$ cat config.mk
export PLATFORM = sky130hd
export DESIGN_NAME = if_fetch_unit
export DESIGN_NICKNAME = d
export VERILOG_FILES = /design/src/rtl/if_fetch_unit.sv
export SDC_FILE = /design/constraint.sdc
export NUM_CORES = 1
export LEC_CHECK = 0
export ABC_AREA = 1
export ABC_CLOCK_PERIOD_IN_PS = 7460
export BUFFER_PORTS_ARGS = -buffer_cell sky130_fd_sc_hd__buf_2
export CAP_MARGIN = 20
export CORE_MARGIN = 3
export CORE_UTILIZATION = 40
export DETAILED_ROUTE_END_ITERATION = 10
export GPL_ROUTABILITY_DRIVEN = 0
export GPL_TIMING_DRIVEN = 0
export PLACE_DENSITY = 0.58
export SYNTH_ARGS = -nofsm -noshare
export SYNTH_HDL_FRONTEND = slang
export SYNTH_SLANG_ARGS = --single-unit
$ cat constraint.sdc
create_clock -name clk -period 7.46 [get_ports clk]
set_clock_uncertainty 0.05 [all_clocks]
set_input_delay 2.238 -clock clk [delete_from_list [all_inputs] [get_ports clk]]
set_output_delay 2.238 -clock clk [all_outputs]
set_load 0.01 [all_outputs]
$ cat src/rtl/if_fetch_unit.sv
// Instruction-fetch front end: issues PC-addressed memory requests, tolerates
// multi-cycle in-order responses, queues results for decode, and handles redirects.
module if_fetch_unit #(
   parameter int unsigned     XLEN     = 64,
   parameter int unsigned     ILEN     = 32,
   parameter int unsigned     FQ_DEPTH = 4,
   parameter logic [XLEN-1:0] PC_START = 64'h8000_0000
) (
   input  logic            clk,
   input  logic            rst,
   input  logic            excp_jmp_ena,
   input  logic [XLEN-1:0] excp_pc,
   input  logic            bj_ena,
   input  logic [XLEN-1:0] new_pc,
   output logic            imem_req_vld,
   input  logic            imem_req_rdy,
   output logic [XLEN-1:0] imem_req_addr,
   input  logic            imem_rsp_vld,
   input  logic [ILEN-1:0] imem_rsp_data,
   output logic            if_vld,
   input  logic            if_rdy,
   output logic [XLEN-1:0] if_pc,
   output logic [ILEN-1:0] if_inst,
   output logic            if_misal
);

   localparam int unsigned    AW      = $clog2(FQ_DEPTH);
   localparam int unsigned    CW      = AW + 1;
   localparam logic [CW-1:0]  DEPTH_C = CW'(FQ_DEPTH);

   logic [XLEN-1:0] pc;
   logic            active;
   logic            halt;
   logic [CW-1:0]   inflight;
   logic [CW-1:0]   drop;

   logic [XLEN-1:0] fq_pc    [FQ_DEPTH];
   logic [ILEN-1:0] fq_inst  [FQ_DEPTH];
   logic            fq_misal [FQ_DEPTH];
   logic [AW-1:0]   fq_rd;
   logic [AW-1:0]   fq_wr;
   logic [CW-1:0]   fq_cnt;

   logic [XLEN-1:0] tag_q [FQ_DEPTH];
   logic [AW-1:0]   tag_rd;
   logic [AW-1:0]   tag_wr;

   logic            redirect;
   logic [XLEN-1:0] target;
   logic            pc_misal;
   logic            credit;
   logic            req_fire;
   logic            rsp_take;
   logic            rsp_push;
   logic            misal_push;
   logic            push;
   logic            pop;
   logic [XLEN-1:0] push_pc;
   logic [ILEN-1:0] push_inst;

   always_comb begin
      redirect   = excp_jmp_ena | bj_ena;
      target     = excp_jmp_ena ? excp_pc : new_pc;
      pc_misal   = (pc[1:0] != 2'b00);
      // Credit covers both outstanding responses and queued entries, so a
      // response always finds a free FIFO slot.
      credit     = ({1'b0, inflight} + {1'b0, fq_cnt}) < {1'b0, DEPTH_C};
      imem_req_vld  = active & ~redirect & ~halt & ~pc_misal & credit;
      imem_req_addr = pc;
      req_fire   = imem_req_vld & imem_req_rdy;
      rsp_take   = imem_rsp_vld & (inflight != '0);
      rsp_push   = rsp_take & ~redirect & (drop == '0);
      misal_push = active & ~redirect & ~halt & pc_misal &
                   (inflight == '0) & (fq_cnt != DEPTH_C);
      push       = rsp_push | misal_push;
      push_pc    = rsp_push ? tag_q[tag_rd] : pc;
      push_inst  = rsp_push ? imem_rsp_data : '0;
      if_vld     = (fq_cnt != '0);
      pop        = if_vld & if_rdy;
      if_pc      = if_vld ? fq_pc[fq_rd]    : '0;
      if_inst    = if_vld ? fq_inst[fq_rd]  : '0;
      if_misal   = if_vld ? fq_misal[fq_rd] : 1'b0;
   end

   always_ff @(posedge clk) begin
      if (!rst) begin
         pc       <= PC_START;
         active   <= 1'b0;
         halt     <= 1'b0;
         inflight <= '0;
         drop     <= '0;
         fq_rd    <= '0;
         fq_wr    <= '0;
         fq_cnt   <= '0;
         tag_rd   <= '0;
         tag_wr   <= '0;
      end else begin
         active   <= 1'b1;
         inflight <= inflight + CW'(req_fire) - CW'(rsp_take);
         if (req_fire) tag_wr <= tag_wr + AW'(1);
         if (rsp_take) tag_rd <= tag_rd + AW'(1);
         if (redirect) begin
            // Everything still outstanding belongs to the old stream.
            pc     <= target;
            halt   <= 1'b0;
            drop   <= inflight - CW'(rsp_take);
            fq_rd  <= '0;
            fq_wr  <= '0;
            fq_cnt <= '0;
         end else begin
            if (req_fire)                  pc   <= pc + XLEN'(4);
            if (misal_push)                halt <= 1'b1;
            if (rsp_take && drop != '0)    drop <= drop - CW'(1);
            if (push)                      fq_wr <= fq_wr + AW'(1);
            if (pop)                       fq_rd <= fq_rd + AW'(1);
            fq_cnt <= fq_cnt + CW'(push) - CW'(pop);
         end
      end
   end

   always_ff @(posedge clk) begin
      if (push) begin
         fq_pc[fq_wr]    <= push_pc;
         fq_inst[fq_wr]  <= push_inst;
         fq_misal[fq_wr] <= misal_push;
      end
      if (req_fire) tag_q[tag_wr] <= pc;
   end

endmodule
==> flow_metrics.env <==
export IMPL_status="completed"
export IMPL_cp_required_ns=5.17
export IMPL_ys_seq_elements=731
export IMPL_final_setup_viol_count=0
export IMPL_path_cells="buf_2 > nor2_8 > nand3_2 > nor3_4 > buf_2"
export IMPL_drt_iter0_markers=2274
export IMPL_fin_crit_sh_pct=77.0
export IMPL_first_pass_iters=5
export IMPL_rows=102
export IMPL_endpoint_kind="output pin"
export IMPL_track_usage_pct=25.0
export IMPL_die_area_um2=82900
export IMPL_powerDensity_nw_per_um2=259
export IMPL_first_global_vias=23700
export IMPL_fin_crit_ns=5.75
export IMPL_ant_nets=0
export IMPL_antenna_found_initial=2
export IMPL_syn2layout_area_growth_pct=18.9
export IMPL_synth_edf_count=644
export IMPL_synthCells=3162
export IMPL_synth_area_um2=31800
export IMPL_final_cell_area_um2=37800
export IMPL_die_h_um=288
export IMPL_p_leak_nw=13.8
export IMPL_cts_tree="built"
export IMPL_cts_buffers_inserted=77
export IMPL_drc=0
export IMPL_vias_per_cell=5.34
export IMPL_io_buffers=328
export IMPL_synth_warnings=0
export IMPL_drive_gt1_share_pct=13.6
export IMPL_final_util_pct=48.4
export IMPL_synth_yosys_seq_area_share_pct=66.3
export IMPL_max_freq_mhz=174
export IMPL_cts_sinks=731
export IMPL_ys_async_sr_fraction_pct=0
export IMPL_syn_nets=3350
export IMPL_clk_latency_ns=0.63
export IMPL_cp_start_kind="primary input"
export IMPL_syn_avg_cell_area_um2=10.1
export IMPL_fp_dieW_um=288
export IMPL_rsz0062_at_grt="no"
export IMPL_dp_hpwl_um=76100
export IMPL_postCtsSetupBuffers=0
export IMPL_post_drt_wl_per_cell_um=22.4
export IMPL_start_util_pct=40.7
export IMPL_cts_max_path_buffers=3
export IMPL_finalNetCount=3783
export IMPL_relSlewSlack_pct=26.2
export IMPL_crit_top_cell="buf_2"
export IMPL_drv_cap=0
export IMPL_dpl_instance_area_um2=35400
export IMPL_design_core_area_um2=78100
export IMPL_ir_drop_mv=0.175
export IMPL_worstMarginPinSlew_ns=1.10
export IMPL_crit_fanout=10
export IMPL_ys_types=37
export IMPL_wl_um=105000
export IMPL_hold_ws_ns=0.424
export IMPL_cts_root_buf="clkbuf_16"
export IMPL_critical_path_class="in2out"
export IMPL_grt_pass1_wl_um=153000
export IMPL_hp_class="reg2reg"
export IMPL_postCtsHoldBufs=0
export IMPL_grt_max_degree=29
export IMPL_hold_viol=0
export IMPL_num_vias=25100
export IMPL_slew_violations=0
export IMPL_overflow=0
export IMPL_slowest_delay_ns=0.40
export IMPL_cts_max_level=3
export IMPL_path_clk_slew_ns=0.06
export IMPL_cp_slowest_cell="nor3_4"
export IMPL_synth_main_ff_cell="edfxtp_1"
export IMPL_num_io_pins=330
export IMPL_antennaDiodeCount=0
export IMPL_cts_resized=0
export IMPL_cp_arrival_ns=3.46
-- synthesized netlist by cell type (2+ instances only) --
cell type / number / area share (%)
nand3_1: 61 / 0.96
buf_1: 26 / 0.31
o22ai_1: 58 / 1.1
nor2_1: 873 / 10
xnor2_1: 3 / 0.083
buf_2: 11 / 0.17
buf_6: 6 / 0.21
and2_1: 2 / 0.039
inv_2: 4 / 0.047
nand4_1: 13 / 0.26
dfxtp_1: 87 / 5.5
nand2_2: 2 / 0.039
o21ai_0: 478 / 7.5
xor2_1: 9 / 0.25
o32ai_1: 3 / 0.083
o211ai_1: 4 / 0.094
nand2_1: 321 / 3.8
inv_1: 151 / 1.8
o21ai_1: 5 / 0.079
ha_1: 19 / 0.75
fa_1: 2 / 0.13
a31oi_1: 12 / 0.24
edfxtp_1: 644 / 61
nor3_1: 3 / 0.047
a21oi_1: 218 / 3.4
clkbuf_1: 136 / 1.6
-- power breakdown --
group          internal (W)  total [W]  switching, W  leakage, nW
clock network       0.00215    0.00375       0.00159         1.18
logic              0.000358    0.00125      0.000897         5.95
registers           0.00464    0.00477      0.000138         6.67
total               0.00715    0.00978       0.00263         13.8
-- layout make-up --
type	count	area (um2)
Inverter	156	586
Sequential cell	731	21100
Fill cell	7322	40300
Multi-Input combinational cell	2095	9460
Clock buffer	107	2050
Tap cell	1040	1300
Buffer	180	736
Timing Repair Buffer	354	2210
Clock inverter	33	372
-- final timing paths --
| check | start | end | slack [ns] | depth (start not counted) |
|---|---|---|---|---|
| worst max-delay path | bj_ena | imem_req_vld | 1.71 | 5 |
| worst min-delay path | tag_rd[1] | flip-flop | 0.42 | 2 |
| worst max register to register | inflight[1] | fq_pc[3][50] | 3.15 | 9 |
| worst min register to register | tag_rd[1] | flip-flop | 0.42 | 2 |
-- flip-flops by register name (all words and copies together), names as in the netlist, named ones only --
signal         count
tag_rd             2
fq_inst          128
fq_rd              2
fq_cnt             3
imem_req_addr     64
halt               1
fq_pc            256
inflight           3
fq_misal           4
drop               3
fq_wr              2
tag_q            256
active             1
tag_wr             2
-- kinds of logic after synthesis --
logic type / synth area share (%)
compound gates: 12.6
xor+xnor: 0.331
buf+inv: 4.16
flops: 66.3
simple gates: 15.7
fa+ha+maj: 0.874
mux: 0.0315
-- per-stage QoR --
| stage | TNS, ns | instances | total power, W | setup slack (ns) |
|---|---|---|---|---|
| 2_1_floorplan | -113.65 | 3162 | 0.00553 | -0.293 |
| 3_3_place_gp | -2278.57 | 4530 | 0.00608 | -4.74 |
| 3_5_place_dp | 0 | 4556 | 0.00610 | 1.44 |
| 4_1_cts | 0 | 4696 | 0.00981 | 1.71 |
| 5_1_grt | 0 | 4696 | 0.0101 | 1.61 |
| 6_report | 0 | 4696 | 0.00978 | 1.71 |
-- per-layer routing --
| metal | track usage (%) | vias up | routed length, um |
|---|---|---|---|
| li1 | - | 11800 | - |
| met5 | 0 | - | 0 |
| met1 | 33.9 | 12000 | 44000 |
| met2 | 40.9 | 1115 | 49200 |
| met3 | 3.42 | 195 | 8040 |
| met4 | 9.60 | 0 | 4110 |
-- placed cells by master, fill, tap and decap left out, types with 6 or more instances in the layout --
| cell | instances |
|---|---|
| bufinv_16 | 6 |
| a31oi_1 | 12 |
| nor2_4 | 8 |
| nand3_1 | 61 |
| inv_1 | 151 |
| buf_12 | 17 |
| dfxtp_1 | 87 |
| clkbuf_16 | 77 |
| edfxtp_1 | 644 |
| o22ai_1 | 58 |
| buf_1 | 26 |
| a21oi_1 | 218 |
| clkinv_2 | 7 |
| clkbuf_1 | 163 |
| buf_2 | 339 |
| o21ai_0 | 478 |
| nand2_1 | 321 |
| buf_16 | 8 |
| xor2_1 | 9 |
| ha_1 | 19 |
| nor2_1 | 865 |
| buf_6 | 7 |
| clkinv_1 | 12 |
| nand4_1 | 13 |
-- critical path, delay by kind of cell --
family        cells  cell delay (ns)
buf+inv           2             0.38
simple gates      3             0.83
(Power assumes the default switching activity.)
